### src/rtl/afifo_rd_stream.sv
// afifo_rd_stream: read-side drain stage behind the async FIFO wrapper.
// Pops the FIFO through its empty/pop interface and absorbs the 1-cycle
// read latency. Words are presented as a valid/ready stream from a 2-entry
// buffer at one word per cycle, and a word is popped only when a slot is free.
// Define AFIFO_RD_STREAM_CNT_EN to build the delivered-word counter.
// Without it, word_cnt is tied to zero.
module afifo_rd_stream #(
  parameter int DATA_WIDTH = 8,
  parameter int CNT_WIDTH  = 16
) (
  input  logic                  rdclk,
  input  logic                  arst_n,
  input  logic                  clr,
  input  logic                  fifo_empty,
  input  logic [DATA_WIDTH-1:0] fifo_rdata,
  output logic                  fifo_pop,
  output logic                  m_valid,
  output logic [DATA_WIDTH-1:0] m_data,
  input  logic                  m_ready,
  output logic [CNT_WIDTH-1:0]  word_cnt
);

  typedef enum logic [1:0] {
    S_EMPTY = 2'd0,
    S_ONE   = 2'd1,
    S_TWO   = 2'd2
  } state_t;

  state_t                state;
  logic                  infl;
  logic [DATA_WIDTH-1:0] head;
  logic [DATA_WIDTH-1:0] tail;
  logic [1:0]            occ;
  logic [2:0]            level;
  logic                  xfer;

  assign m_valid = (state != S_EMPTY);
  assign m_data  = head;
  assign xfer    = m_valid & m_ready;

  // Occupancy decode, plus the slot count that is committed after this cycle's transfer.
  always_comb begin
    occ = 2'd0;
    unique case (state)
      S_ONE:   occ = 2'd1;
      S_TWO:   occ = 2'd2;
      default: occ = 2'd0;
    endcase
    level = {1'b0, occ} + {2'b00, infl} - {2'b00, xfer};
  end

  // Pop only if the word returned next cycle is certain to have a slot.
  assign fifo_pop = arst_n & ~fifo_empty & ~clr & (level < 3'd2);

  // Buffer FSM: capture arriving words, shift tail to head on a transfer.
  always_ff @(posedge rdclk or negedge arst_n) begin
    if (!arst_n) begin
      state <= S_EMPTY;
      infl  <= 1'b0;
      head  <= '0;
      tail  <= '0;
    end else if (clr) begin
      state <= S_EMPTY;
      infl  <= 1'b0;
    end else begin
      infl <= fifo_pop;
      unique case (state)
        S_EMPTY: begin
          if (infl) begin
            head  <= fifo_rdata;
            state <= S_ONE;
          end
        end
        S_ONE: begin
          if (infl && !xfer) begin
            tail  <= fifo_rdata;
            state <= S_TWO;
          end else if (infl && xfer) begin
            head <= fifo_rdata;
          end else if (xfer) begin
            state <= S_EMPTY;
          end
        end
        S_TWO: begin
          if (xfer) begin
            head <= tail;
            if (infl) tail <= fifo_rdata;
            else      state <= S_ONE;
          end
        end
        default: state <= S_EMPTY;
      endcase
    end
  end

  // A word can never arrive into a full buffer that is not draining.
  a_no_overfill: assert property (@(posedge rdclk) disable iff (!arst_n)
    !(state == S_TWO && infl && !xfer));

`ifdef AFIFO_RD_STREAM_CNT_EN
  logic [CNT_WIDTH-1:0] cnt_q;

  // Count delivered words, wrapping naturally at the counter width.
  always_ff @(posedge rdclk or negedge arst_n) begin
    if (!arst_n)   cnt_q <= '0;
    else if (clr)  cnt_q <= '0;
    else if (xfer) cnt_q <= cnt_q + 1'b1;
  end

  assign word_cnt = cnt_q;
`else
  assign word_cnt = '0;
`endif

endmodule

### config.mk
export PLATFORM = sky130hd
export DESIGN_NAME = afifo_rd_stream
export DESIGN_NICKNAME = d
export VERILOG_FILES = /design/src/rtl/afifo_rd_stream.sv
export SDC_FILE = /design/constraint.sdc
export NUM_CORES = 1
export LEC_CHECK = 0
export ABC_AREA = 0
export BUFFER_PORTS_ARGS = -buffer_cell sky130_fd_sc_hd__buf_2
export CELL_PAD_IN_SITES_DETAIL_PLACEMENT = 0
export CELL_PAD_IN_SITES_GLOBAL_PLACEMENT = 2
export CORE_UTILIZATION = 31
export CTS_BUF_LIST = sky130_fd_sc_hd__clkbuf_16
export DETAILED_ROUTE_END_ITERATION = 7
export GPL_TIMING_DRIVEN = 0
export PLACE_DENSITY_LB_ADDON = 0.1
export SYNTH_ARGS = -nofsm -noshare
export SYNTH_HDL_FRONTEND = slang
export SYNTH_SLANG_ARGS = --single-unit
export TNS_END_PERCENT = 1
### constraint.sdc
create_clock -name rdclk -period 2 [get_ports rdclk]
set_input_delay 0.2 -clock rdclk [delete_from_list [all_inputs] [get_ports rdclk]]
set_output_delay 0.2 -clock rdclk [all_outputs]
set_load 0.03 [all_outputs]
Word level (Yosys, flattened, before mapping)
Index checks and enable logic that the tools add are counted.
{ "totals": {"ram_bits": 0, "latchBits": 0, "wordCells": 54, "rom_bits": 0, "ff_bits": 19, "n_memories": 0, "out_inout_bits": 26} }
{ "classes": {"n_mux": 18, "n_div": 0, "bitwise": 6, "add_sub_neg": 2, "n_shift": 0, "n_mul": 0, "eq_ne": 13, "order_cmp": 1, "reduce_logical": 10} }
{ "op_table": {"columns": ["operator", "count"], "rows": [
  ["$mux 8", 6],
  ["$pmux 8 s3", 1],
  ["$pmux 8 s2", 1],
  ["$mux 2", 7],
  ["$ne 2x2->1 const B", 6],
  ["$reduce_and 5->1", 2],
  ["$ne 3x3->1 const B", 3],
  ["$ne 4x4->1 const B", 2],
  ["$pmux 2 s3", 1],
  ["$reduce_and 6->1", 1],
  ["$and 1x1->1", 4],
  ["$pmux 2 s2", 1],
  ["$reduce_bool 2->1", 2],
  ["$add 2x1->3", 1],
  ["$lt 3x2->1 const B", 1],
  ["$reduce_bool 3->1", 1],
  ["$sub 3x1->3", 1],
  ["$eq 2x1->1 const B", 1],
  ["$eq 2x2->1 const B", 1],
  ["$logic_and 1x1->1", 2],
  ["$logic_not 2->1", 1],
  ["$not 1->1", 2],
  ["$logic_not 1->1", 1],
  ["$mux 1", 1]
]} }

Longest topological paths before layout
Gate-level depths: netlist of the first run.
{ "depth": {"depth_word": 7, "mapped_depth": 6} }

Worst setup path after synthesis of the first run
Ideal clock, no wire load.
{ "synth_path": {"kind": "register to output", "start": "reg state[1]", "end": "out fifo_pop", "n_path_buf": 1, "t_arrival_ns": 2.360, "setup_slack_ns": -0.560, "path_stages_with_launch": 7, "cell_sequence": "dfrtp_1 buf_4 nor3b_1 o21ai_0 fa_1 nand2_1 nor4_1"} }
{ "synth_via": {"elab_chain_len": 6, "word_cells_on_any_way": 9, "cone_classes": "add/sub (2); order compare (1); eq/ne (2); mux (1); bitwise (2); reduce/logical (1)"} }
{ "synth_rtl": {"columns": ["item", "line", "text"], "rows": [
  ["from (decl)", "29", "state_t state;"],
  ["from (signal assigned)", "58", "state <= S_EMPTY;"],
  ["from (signal assigned)", "63", "state <= S_EMPTY;"],
  ["from (signal assigned)", "71", "state <= S_ONE;"],
  ["$eq 2x2->1 or $eq 2x1->1 (tied branches)", "44", "unique case (state)"],
  ["$pmux 2 s2", "44", null],
  ["$add 2x1->3", "49", "level = {1'b0, occ} + {2'b00, infl} - {2'b00, xfer};"],
  ["$sub 3x1->3 (*)", "49", null],
  ["$lt 3x2->1 (*)", "53", "assign fifo_pop = arst_n & ~fifo_empty & ~clr & (level < 3'd2);"],
  ["$and 1x1->1 (*)", "53", null],
  ["to (decl)", "16", "output logic fifo_pop,"]
]} }
Mark *: on every way between the ends. The rest lies on a longest branch, timed or not.

Worst setup path after layout of the first run
Same ends and word-level chain as after synthesis.

==> summary.txt, run 1 <==
Status
  – Run status: finished, violations left
  – Violated checks: negative setup slack

Floorplanning
  – Count of pins on the block boundary: 39
  – Die width: approximately 63 um
  – Effective utilization at floorplan: 33.4%
  – Std cell rows: 21
  – Die Footprint: 3990 um2
  – Die Ht: 63.1 um
  – Core footprint: 3470 um2

Global routing
  – Global route overflow: 0
  – First-pass GRT wire length: between 3000 and 4000 um
  – Initial antenna violation count: 0
  – Number of global-route vias before repair: 731
  – Pin count of the biggest net entering global routing: 20
  – Total global routing track utilization: about 11%

Cells and area
  – Antenna Diode Count: 0
  – Final design area excluding fillers: between 1000 and 1500 um2
  – Area of the multi-input gates: between 600 and 700 um2
  – End-of-flow core utilization: between 40% and 50%
  – Area growth, synth to finish: 28.7%
  – Share of final-layout standard cells stronger than drive strength 1: between 50% and 60%
  – Final std cells w/o fill: 177
  – Number of fillers in the final layout: 367
  – Number of nets in the final layout: 146
  – FF+latch area: 477 um2

Pwr
  – Portion of total power attributed to sequential cells: approximately two fifths
  – Share of total power in combinational logic: 27.8%
  – Switching power share of the total: 30.6%
  – Internal Pwr Total: 0.849 mW
  – Leakage dissipation: 0.740 nW
  – Power after layout: 1.22 mW
  – Share of total power in the clock network: 33.0%
  – Switching Power: roughly 0.37 mW
  – Maximum ir drop on the vdd rail: 0.433 mV
  – Power per cell area: 820 nW/um2

Clock tree
  – Clock tree from TritonCTS: yes
  – Insertion delay to the later sink of the worst-skew pair: 0.25 ns
  – Setup Buffers After CTS: 0
  – Clk buf depth: 2
  – CTS clock-pin slew for the worst setup and hold paths: 0.05 ns
  – Root Driver: clkbuf_16
  – TritonCTS buffer count: 3
  – Clk sinks: 19
  – Maximum level of the CTS H-tree: 1

Synth
  – Proportion of synthesized area in mux cells: 26.8%
  – Post-synthesis xor/xnor area fraction: 0.756%
  – Area share of the leading cell type in the synthesized netlist: approximately 41%
  – Top cells by area, synth: dfrtp_1, mux2_2, buf_4, mux2_4, o32ai_4
  – Post-Synth Simple-Gate Area: a little under a tenth
  – Register bit total from synthesis: 19
  – Count of synthesis-stage warnings from yosys: 0
  – Cell type contributing the most total cell area after synthesis: dfrtp_1
  – Portion of the post-synthesis area used by sequential elements: 41.0%
  – Post-synthesis instance total: 91
  – Compound-cell area share of the yosys netlist: approximately 6.0%
  – Netlist Area Pre-Place: between 1000 and 1500 um2
  – Post-synthesis average cell area: 12.7 um2
  – Synthesized-area fraction occupied by adder cells: 1.73%
  – Netlist cell types: 26
  – Dominant combinational cell family by area after synthesis: multiplexers

Timing
  – Post-layout min period: 2.26 ns
  – Unrepaired setup endpoints after global routing: yes
  – Transition time of the tightest slew-check pin: 0.878 ns
  – Clock tree skew after final layout: 0.00177 ns
  – Total count of max-transition violations in the final report: 0
  – Final Hold Viols: 0
  – Hold slack: 0.157 ns
  – Number of failing setup endpoints in the final timing report: 1
  – Total negative slack: -0.263 ns
  – Remaining max-slew budget at the tightest pin: 41.3%
  – Tcrit/Tclk final: 113%
  – Minimum setup slack in the final design: -0.263 ns
  – Achievable clock frequency: 442 MHz

Drt
  – Routed vias/inst: 4.22
  – Via total after detailed routing: around 750
  – Routed len/inst: between 10 and 15 um
  – TritonRoute pass-1 iters: 2
  – DRC marker count from the first detailed-route iteration: 13
  – Detailed Route WL: 2030 um
  – Post-route DRC violation count: 0
  – Count of nets left with antenna violations after detail routing: 0

Placement
  – Cell count after placement: around 170
  – Placed standard-cell area: approximately 1400 um2
  – Worst setup timing slack at the placement stage: -0.0924 ns
  – Last weighted congestion value of the routability-driven placer: 0.663
  – HPWL Detailed: 1450 um
  – I/O Buffers: 21

Critical path
  – Critical setup path kind: register to primary output
  – Top Family by Delay on Critical Path: simple AND/OR/NAND/NOR gates
  – Buf/Inv on CP: 2
  – Crit-path max cell delay: 0.51 ns
  – Sort of element at the start of the critical path: register
  – Reg-to-reg critical path endpoint: infl
  – Worst Path Required: 1.80 ns
  – Setup slack on the worst flop-to-flop path: 0.25 ns
  – Library cell contributing the largest single delay on the critical path: fa_1
  – Beginning of the worst register-to-register path: state[1]
  – Worst endpoint data arrival time: 2.06 ns
  – Capturing element type of the critical path: primary output
  – Register-to-Register Path Depth: 6
  – Worst Path Max Fanout: 9
  – Cell chain of the critical path: buf_6 -> nor3b_4 -> o21ai_1 -> fa_1 -> nand2_2 -> nor4_4 -> buf_4

Run
  – Max-cap viol count: 0

Worst hold path
  – Worst hold stages: 2
  – Launch instance of the worst min-delay path: fifo_empty
  – WHS Endpoint: infl
  – Path class of the lowest-slack min-delay path: input port to register
==> routing by layer <==
layer	share of wire [%]	track usage, %	vias to the layer above
met5	0	0	-
met4	0.69	3.49	0
met3	6.0	3.99	2
met2	49	18.7	26
met1	44	13.0	356
li1	-	-	363
==> what timing repair did <==
action | in CTS | in global routing
hold buffers | 1 | 0
gates resized for setup | 3 | 0
endpoints found under the setup margin | 1 | 1
pin swaps | 1 | 0
hold endpoints to repair | 19 | 0
==> cell families after synthesis <==
kind of cell,after synthesis
xor+xnor,1
fa+ha+maj,1
other cells,1
mux,25
buf+inv,22
flops,19
compound gates,8
simple gates,14
==> flip-flops by register name (all words and copies together), names as in the netlist <==
signal / flops
infl: 1
m_data: 8
state: 2
tail: 8
==> final cells by class <==
class                      count  area share (%)
sequential                    19            32.0
buffer                        19            9.90
inverter                       2           0.503
clock buffer                   3            5.03
clock inverter                 1           0.252
tap                           46            3.86
multi-input combinational     65            40.6
timing repair buffer          22            7.89
==> power groups by stage <==
stage	registers [mW]	clock network, mW	logic, mW
final	0.480	0.403	0.340
after global routing	0.488	0.431	0.361
after detailed placement	0.486	0	0.341
after floorplan	0.575	0	0.162
after global placement	0.484	0	0.337
after CTS	0.481	0.422	0.344
==> synthesized netlist by cell type, drive strengths merged <==
cell and number:
or3b 2, inv 2, mux2 24, xor2 1
nor4 2, buf 19, and3b 1, mux2i 1
or2 2, o21ai 2, o32ai 1, nand2 2
fa 1, nor2b 1, clkbuf 1, o211a 1
o21a 1, and2 1, dfrtp 19, nand3b 1
a21oi 3, conb 1, nand2b 1, nor3b 1
==> worst register-to-register path: stages, from the launching register on <==
cell     delay, ns
dfrtp_1       0.37
buf_6         0.14
nor3b_4       0.19
o21ai_1       0.09
fa_1          0.41
xor2_1        0.34
nor4_1        0.08
==> worst max-delay path by stage <==
stage	cells past startpoint	start	end	slack [ns]
6_report	7	state[1]	fifo_pop	-0.26
3_5_place_dp	6	state[0]	fifo_pop	-0.09
3_3_place_gp	6	state[0]	fifo_pop	-0.09
4_1_cts	7	state[1]	fifo_pop	-0.28
2_1_floorplan	6	state[1]	fifo_pop	-0.007
5_1_grt	7	state[1]	fifo_pop	-0.33
==> placed cells by master, fill, tap and decap left out <==
master,count
nand3b_1,1
xor2_1,1
dfrtp_1,18
o21ai_1,1
o21a_1,1
buf_4,17
mux2_2,16
o21ai_0,1
buf_2,20
nor4_4,1
nand2b_4,1
conb_1,16
dfrtp_2,1
nor2b_4,1
mux2_4,8
a21oi_1,3
mux2i_1,1
or2_2,2
nand2_1,1
and3b_1,1
dlygate4sd3_1,1
fa_1,1
clkbuf_2,1
o32ai_4,1
nor3b_4,1
clkbuf_16,3
inv_1,3
o211a_1,1
nor4_1,1
buf_6,2
or3b_2,2
nand2_2,1
and2_1,1
Note: power is estimated with default switching activity, not from simulation.
==> run 2, diff against run 1 <==
--- a/config.mk
+++ b/config.mk
@@ -8,4 +8,5 @@
 export ABC_AREA = 0
 export BUFFER_PORTS_ARGS = -buffer_cell sky130_fd_sc_hd__buf_2
+export CAP_MARGIN = 10
 export CELL_PAD_IN_SITES_DETAIL_PLACEMENT = 0
 export CELL_PAD_IN_SITES_GLOBAL_PLACEMENT = 2
==> constraint.sdc (replaced) <==
create_clock -name rdclk -period 2 [get_ports rdclk]
set_input_delay 0.1 -clock rdclk [delete_from_list [all_inputs] [get_ports rdclk]]
set_output_delay 0.1 -clock rdclk [all_outputs]
set_load 0.03 [all_outputs]
==> summary.txt, run 2 (synthesis gave the netlist of run 1 again) <==
Floorplanning
  – Count of pins on the block boundary: 39
  – Die Footprint: approximately 4000 um2
  – Effective utilization at floorplan: 33.4%
  – Die width: between 60 and 70 um
  – Std cell rows: 21
  – Die Ht: 63.1 um
  – Core footprint: about 3500 um2

Global routing
  – Number of global-route vias before repair: 747
  – Grt met1 use: 13.0%
  – First-pass GRT wire length: 3390 um
  – Initial antenna violation count: 0
  – Total global routing track utilization: 11.2%
  – Met3 usage: 3.99%
  – Global route overflow: 0
  – Pin count of the biggest net entering global routing: 20
  – Top Usage Layer GRT: met2
  – Met2 Use GR: a little under a fifth

Cells and area
  – Leading cell type in the layout, fill and taps excluded: buf_4
  – Highest-count cells in the layout ignoring fill and taps: buf_4, buf_2, dfrtp_1, mux2_2, conb_1
  – Number of nets in the final layout: 151
  – Antenna Diode Count: 0
  – Area growth, synth to finish: 32.1%
  – Share of final-layout standard cells stronger than drive strength 1: 62.5%
  – Final design area excluding fillers: roughly 1500 um2

Timing
  – Achievable clock frequency: roughly 470 MHz
  – Total count of max-transition violations in the final report: 0
  – Post-layout min period: 2.11 ns
  – Total negative slack: -0.109 ns
  – Clock tree skew after final layout: 0.00559 ns
  – Remaining max-slew budget at the tightest pin: 40.7%
  – Unrepaired setup endpoints after global routing: yes
  – Tcrit/Tclk final: 105%
  – Minimum setup slack in the final design: -0.109 ns
  – Number of failing setup endpoints in the final timing report: 1
  – Transition time of the tightest slew-check pin: 0.886 ns
  – Final Hold Viols: 0

Placement
  – HPWL Detailed: approximately 1500 um
  – Placed standard-cell area: about 1400 um2
  – Last weighted congestion value of the routability-driven placer: 0.725
  – I/O Buffers: 21
  – Worst setup timing slack at the placement stage: -0.107 ns

Status
  – Violated checks: negative setup slack
  – Run status: finished, violations left

Critical path
  – Buf/Inv on CP: 1
  – Worst Path Required: 1.90 ns
  – Top Family by Delay on Critical Path: adder cells
  – Worst endpoint data arrival time: 2.01 ns
  – Critical setup path kind: register to primary output
  – Cell chain of the critical path: nor3b_4 -> o21ai_2 -> fa_1 -> nand2_2 -> nor4_4 -> buf_4
  – Capturing element type of the critical path: primary output
  – Worst Path Max Fanout: 4
  – Sort of element at the start of the critical path: register
  – Library cell contributing the largest single delay on the critical path: fa_1
  – Crit-path max cell delay: about 0.56 ns

Drt
  – Count of nets left with antenna violations after detail routing: 0
  – TritonRoute pass-1 iters: 2
  – Routed len/inst: 11.3 um
  – Post-route DRC violation count: 0
  – Detailed Route WL: slightly above 2000 um
  – Routed vias/inst: 4.14
  – DRC marker count from the first detailed-route iteration: 10
  – Via total after detailed routing: 753

Clock tree
  – Insertion delay to the later sink of the worst-skew pair: 0.25 ns
  – Maximum level of the CTS H-tree: 1
  – TritonCTS buffer count: 3
  – CTS clock-pin slew for the worst setup and hold paths: ~0.050 ns
  – Clk buf depth: 2
  – Clk sinks: 19
  – Root Driver: clkbuf_16
  – Clock tree from TritonCTS: yes

Run
  – Max-cap viol count: 0

Pwr
  – Leakage dissipation: 0.766 nW
  – Maximum ir drop on the vdd rail: 0.477 mV
  – Power per cell area: around 800 nW/um2

Worst hold path
  – Path class of the lowest-slack min-delay path: input port to register
## run 2: timing repair
action | in CTS | in global routing
setup buffers | 2 | 4
resized for setup | 8 | 1
hold buffers | 1 | 0
pin swaps | 3 | 5
cloned | 0 | 0
hold endpoints to repair | 19 | 0
endpoints found under the setup margin | 1 | 1
## run 2: path summary, 6_finish.rpt
| kind | to | slack [ns] | start | depth (start not counted) |
|---|---|---|---|---|
| min in group asynchronous | tail[3] | 0.54 | arst_n | 2 |
| min | infl | 0.06 | fifo_empty | 2 |
| max in group asynchronous | state[0] | 0.86 | arst_n | 2 |
| max reg2reg | m_data[3] | 0.29 | state[1] | 4 |
| max | fifo_pop | -0.11 | state[1] | 6 |
| min reg2reg | m_data[1] | 0.50 | m_data[1] | 1 |
## run 2: worst register-to-register path: stages, from the launching register on
cell and delay [ns]:
dfrtp_2 0.43, buf_4 0.16, nand2b_4 0.15, o32ai_4 0.44, mux2_2 0.40
## run 2: final cells by class
type	count	area (um2)
Clock inverter	1	3.75
Sequential cell	19	478
Clock buffer	3	75.1
Tap cell	46	57.6
Inverter	2	7.51
Timing Repair Buffer	28	163
Multi-Input combinational cell	65	609
Fill cell	355	1940
Buffer	18	136
## run 2: where the power goes
group | switching (mW) | internal [mW] | leakage (nW)
Combinational | 0.208 | 0.140 | 0.481
Sequential | 0.0315 | 0.447 | 0.242
Clock | 0.136 | 0.266 | 0.0423
## run 2: stage by stage
stage                     hold slack (ns)  cells  util [%]  power [mW]
final                              0.0636    182      44.1        1.23
after global placement             0.0756    173      40.2       0.820
after floorplan                    -0.196    106         -       0.736
after detailed placement           0.0779    173      40.2       0.825
after global routing               0.0640    182      44.1        1.30
after CTS                          0.0619    179      43.5        1.24
## run 2: metal layers
metal / share of wire [%] / routed length, um
met1: 43 / 883
met2: 48 / 996
met3: 6.4 / 132
met4: 2.3 / 48
met5: 0 / 0
